[src/rtl/run_sequencer.sv]
// run_sequencer: sequences one simulation run of an example DUT.
// It holds the DUT in reset, then enables it for a fixed number of cycles.
// After the enabled cycles it drains and then reports done.
// Pause freezes the run phase, and abort ends the run early.
module run_sequencer #(
  parameter int unsigned RESET_CYCLES = 4,
  parameter int unsigned RUN_CYCLES   = 100,
  parameter int unsigned DRAIN_CYCLES = 2,
  parameter int unsigned MARK_CYCLE   = 50,
  parameter int unsigned CW           = 32
) (
  input  logic          clk,
  input  logic          reset,
  input  logic          start_i,
  input  logic          pause_i,
  input  logic          abort_i,
  output logic          dut_reset_o,
  output logic          run_en_o,
  output logic [CW-1:0] cycle_cnt_o,
  output logic          mark_pulse_o,
  output logic          busy_o,
  output logic          done_o,
  output logic          aborted_o
);

  typedef enum logic [2:0] {
    S_IDLE,
    S_RST,
    S_RUN,
    S_DRAIN,
    S_DONE
  } state_t;

  // One phase counter times both RST and DRAIN, so it is sized for the longer of the two.
  localparam int unsigned PHASE_MAX = (RESET_CYCLES > DRAIN_CYCLES) ? RESET_CYCLES : DRAIN_CYCLES;
  localparam int unsigned PW        = (PHASE_MAX > 1) ? $clog2(PHASE_MAX) : 1;

  localparam logic [PW-1:0] RST_LAST   = PW'(RESET_CYCLES - 1);
  localparam logic [PW-1:0] DRAIN_LAST = PW'((DRAIN_CYCLES > 0) ? DRAIN_CYCLES - 1 : 0);
  localparam logic [CW-1:0] RUN_LAST   = CW'(RUN_CYCLES - 1);
  localparam logic [CW-1:0] MARK_VAL   = CW'(MARK_CYCLE);
  localparam bit            HAS_DRAIN  = (DRAIN_CYCLES > 0);

  // A mark at or beyond the run length can never be reached, so it is disabled outright.
  localparam bit            MARK_EN    = (MARK_CYCLE < RUN_CYCLES);

  state_t        state_q, state_d;
  logic [PW-1:0] phase_q, phase_d;
  logic [CW-1:0] cnt_q, cnt_d;
  logic          aborted_q, aborted_d;
  logic          run_en;

  // Next-state logic. Abort takes priority over phase completion, and starting a run clears the previous run's results.
  always_comb begin
    state_d   = state_q;
    phase_d   = phase_q;
    cnt_d     = cnt_q;
    aborted_d = aborted_q;
    run_en    = 1'b0;
    case (state_q)
      S_IDLE, S_DONE: begin
        if (start_i) begin
          state_d   = S_RST;
          phase_d   = '0;
          cnt_d     = '0;
          aborted_d = 1'b0;
        end
      end
      S_RST: begin
        if (abort_i) begin
          state_d   = S_DONE;
          aborted_d = 1'b1;
        end else if (phase_q == RST_LAST) begin
          state_d = S_RUN;
          phase_d = '0;
        end else begin
          phase_d = phase_q + PW'(1);
        end
      end
      S_RUN: begin
        run_en = !pause_i && !abort_i;
        if (abort_i) begin
          state_d   = S_DONE;
          aborted_d = 1'b1;
        end else if (run_en) begin
          cnt_d = cnt_q + CW'(1);
          if (cnt_q == RUN_LAST) begin
            state_d = HAS_DRAIN ? S_DRAIN : S_DONE;
            phase_d = '0;
          end
        end
      end
      S_DRAIN: begin
        if (abort_i) begin
          state_d   = S_DONE;
          aborted_d = 1'b1;
        end else if (phase_q == DRAIN_LAST) begin
          state_d = S_DONE;
        end else begin
          phase_d = phase_q + PW'(1);
        end
      end
      default: state_d = S_IDLE;
    endcase
  end

  // State, phase, cycle count and abort flag registers, with synchronous reset.
  always_ff @(posedge clk) begin
    if (reset) begin
      state_q   <= S_IDLE;
      phase_q   <= '0;
      cnt_q     <= '0;
      aborted_q <= 1'b0;
    end else begin
      state_q   <= state_d;
      phase_q   <= phase_d;
      cnt_q     <= cnt_d;
      aborted_q <= aborted_d;
    end
  end

  assign dut_reset_o  = (state_q == S_IDLE) || (state_q == S_RST);
  assign run_en_o     = run_en;
  assign cycle_cnt_o  = cnt_q;
  assign mark_pulse_o = MARK_EN && run_en && (cnt_q == MARK_VAL);
  assign busy_o       = (state_q == S_RST) || (state_q == S_RUN) || (state_q == S_DRAIN);
  assign done_o       = (state_q == S_DONE);
  assign aborted_o    = aborted_q;

  cover property (@(posedge clk) disable iff (reset) (state_q == S_RUN) && (state_d == S_DRAIN));
  cover property (@(posedge clk) disable iff (reset) (state_q != S_DONE) && (state_d == S_DONE) && aborted_d);
  cover property (@(posedge clk) disable iff (reset) (state_q == S_RUN) && pause_i);

endmodule

[config.mk]
export PLATFORM = sky130hd
export DESIGN_NAME = run_sequencer
export DESIGN_NICKNAME = d
export VERILOG_FILES = /design/src/rtl/run_sequencer.sv
export SDC_FILE = /design/constraint.sdc
export NUM_CORES = 1
export LEC_CHECK = 0
export BUFFER_PORTS_ARGS = -buffer_cell sky130_fd_sc_hd__clkbuf_2
export CORE_AREA = 2 2 62 64
export DETAILED_ROUTE_END_ITERATION = 6
export DIE_AREA = 0 0 64 66
export PLACE_DENSITY = 0.9
export SYNTH_ARGS = -nofsm -noshare
export SYNTH_HDL_FRONTEND = slang
export SYNTH_SLANG_ARGS = --single-unit
[constraint.sdc]
create_clock -name clk -period 6.4 [get_ports clk]
set_input_delay 0.64 -clock clk [delete_from_list [all_inputs] [get_ports clk]]
set_output_delay 0.64 -clock clk [all_outputs]
set_load 0.005 [all_outputs]
==> impl_metrics.csv <==
group,metric,value,unit
synthesis,synth-xor-area-share,0.0912,
cts,clkSlewWorstSetupHoldPaths,0.11,ns
detailed_routing,via_count,1957,
global_route,grt_pass1_vias,1760,
worst_setup_path,cp-startpoint,"cycle_cnt_o[25]",
cts,cts_tree,"yes",
detailed_routing,antenna_left,0,
sta,worstMarginPinSlew,0.930,ns
sta,slew_headroom,0.380,
sta,finalCritPeriodShare,0.447,
worst_setup_path,regToRegSetupSlack,3.75,ns
floorplan,die_area,4220,sq um
detailed_routing,post_drt_wl_per_cell,14.3,um
cts,ctsResizeCount,0,
sta,final_max_slew_viol_count,0,
cts,hold_buffers,0,
finish,diodes,0,
synthesis,synth_area_leader_cell,"dfxtp_1",
place,placed_cells,322,
synthesis,synth-seq-area-share,0.377,
global_route,grt_max_degree,31,
worst_setup_path,cp-end-kind,"primary output",
worst_setup_path,r2r_end,"cycle_cnt_o[24]",
synthesis,synthArstFlopShare,0,
finish,drive_gt1_frac,0.206,
cts,cts-buffers-inserted,5,
global_route,antenna_found_initial,0,
power_and_ir_drop,p_per_area,180,nW/um^2
sta,rsz0062_at_grt,"no",
synthesis,synthesis.nets,251,
synthesis,synth_area_leaders,"dfxtp_1 38%, xor2_1 6.5%, nor2_1 5.6%, nand4_1 4.3%, a21oi_1 3.7%",
sta,clock_skew,0.00696,ns
synthesis,synth_edf_count,0,
global_route,grt_pass1_wl,8.16,mm
synthesis,ys_warn_count,0,
job,maxCapViolCount,0,
floorplan,die_x,64,um
cts,clkLatencyLatePin,0.35,ns
finish,nets,290,
cts,postCtsSetupBuffers,0,
synthesis,netlist_area,2020,sq um
worst_setup_path,reg2reg_from,"state_q[1]",
finish,layout-area-overhead-vs-synth,15.5,%
worst_setup_path,worstPathArrival,2.22,ns
synthesis,synth_most_common_cell,"dfxtp_1",
detailed_routing,routed_wl,4.72,mm
floorplan,ios,43,
min_path,worstHoldPathType,"flop to flop",
finish,fin_cells,330,
worst_setup_path,start_kind,"flop",
synthesis,synthCells,242,
place,port_buffers,42,
sta,final-setup-viol-count,0,
synthesis,yosys.area_share.simple,0.343,
power_and_ir_drop,ir_worst_vdd,0.134,mV
cts,cts_sinks,38,
worst_setup_path,worstRegToRegCells,5,
place,place_congestion,0.843,
sta,hold_viol,0,
synthesis,synth_top_cell_area_share,0.377,
worst_setup_path,endpoint,"mark_pulse_o",
sta,max_freq,0.350,GHz
detailed_routing,drt_iter0_markers,96,
detailed_routing,drc,0,
floorplan,core-area,3550,sq um
synthesis,ys.flop_type,"dfxtp_1",
synthesis,synth_compound_area_frac,0.128,
worst_setup_path,crit_type,"flop to primary output",
synthesis,synth.distinct_cells,41,
place,hpwl,3.47,mm
synthesis,muxShareOfSynthArea,0.00497,
cts,cts_root_buffer,"clkbuf_4",
floorplan,rows,22,
synthesis,ys_ff_latch,38,
synthesis,synth_fa_ha_area_frac,0.0248,
worst_setup_path,cp_max_fo,8,
floorplan,die_height,66,um
finish,fill_cells,331,
cts,cts_max_path_buffers,2,
sta,layout_min_cycle_time,2.86,ns
power_and_ir_drop,power.leakage,0.859,nW
cts,htreeDepth,2,
global_route,grt_use_total,0.248,
synthesis,synth_top_family_by_area,"simple AND/OR/NAND/NOR gates",
sta,setup_tns,0,ns
floorplan,start_util,0.568,
global_route,grt-ovfl-total,0,
synthesis,synth_area_per_cell,8.33,sq um
synthesis,synth_common_cells,"38 x dfxtp_1, 30 x nor2_1, 16 x nand2_1",
detailed_routing,dr.pass1.iters,4,
outcome,status,"finished clean",
worst_setup_path,crit_required,5.76,ns
detailed_routing,viasPerCell,5.93,
[cell type report]
type	count	area, sq um	area share
timing repair buffer	42	210	0.0903
tap	48	60.1	0.0258
inverter	6	22.5	0.00968
clock buffer	8	78.8	0.0339
multi-input combinational	188	1190	0.513
sequential	38	761	0.327
[critical path, cell delays in order (launching register included)]
cell and delay (ns):
dfxtp_1 0.38, or4_1 0.51, nor4_1 0.26, nand4_1 0.24, nor4_1 0.31, clkbuf_2 0.17
[report_power, final]
group          switching, W  leakage [nW]  internal (W)
clock network     0.0000790        0.0446     0.0000751
logic             0.0000143         0.508    0.00000749
registers        0.00000508         0.307      0.000238
total             0.0000984         0.859      0.000321
[routing by layer]
layer,share of wire,up-vias,GRT usage
li1,-,959,-
met1,0.44,934,0.312
met2,0.48,57,0.409
met3,0.067,7,0.0750
met4,0.013,0,0.0707
met5,0,-,0
[logic make-up after synthesis]
group                    count (synthesis)
AO/OA/AOI/OAI                           38
AND/OR/NAND/NOR                        124
buffers and inverters                   16
flip-flops                              38
XOR/XNOR                                21
adder cells (fa/ha/maj)                  4
multiplexers                             1
[through the flow]
step | utilization | worst slack [ns] | total power (W) | hold WS (ns) | cell area, sq um
floorplan | - | 3.94 | 0.000263 | 0.464 | 2020
global placement | 0.633 | 3.67 | 0.000270 | 0.469 | 2250
detailed placement | 0.633 | 3.59 | 0.000270 | 0.481 | 2250
CTS | 0.655 | 3.55 | 0.000421 | 0.501 | 2330
global route | 0.655 | 3.46 | 0.000436 | 0.572 | 2330
finish | 0.655 | 3.54 | 0.000419 | 0.497 | 2330
[flip-flops by register name, summed over array words and instances (netlist names)]
| register | cells |
|---|---|
| aborted_o | 1 |
| cycle_cnt_o | 32 |
| state_q | 3 |
| phase_q | 2 |
[worst min-delay path by stage]
| stage | start | endpoint | depth (start not counted) |
|---|---|---|---|
| 3_3_place_gp | aborted_o | aborted_o | 2 |
| 3_5_place_dp | aborted_o | aborted_o | 2 |
| 2_1_floorplan | phase_q[1] | phase_q[1] | 2 |
| 5_1_grt | aborted_o | aborted_o | 2 |
| 6_report | aborted_o | aborted_o | 2 |
| 4_1_cts | aborted_o | aborted_o | 2 |
[cell usage in the layout, fill, tap and decap left out, types with 3 or more instances in the layout]
master,Yosys,final
a21oi_1,15,15
and2_1,5,5
and3_1,4,4
and4_1,6,6
clkbuf_2,0,42
clkbuf_4,0,5
clkbuf_8,0,3
dfxtp_1,38,38
ha_1,4,4
inv_1,6,6
nand2_1,16,16
nand3_1,12,12
nand4_1,14,14
nor2_1,30,30
nor3_1,3,3
nor4_1,7,7
o21ai_0,9,9
o21ai_1,3,3
o31ai_1,3,3
or3_1,10,10
or4_1,4,4
xnor2_1,6,6
xor2_1,15,15
No activity file was read; power rests on OpenSTA's default activity.
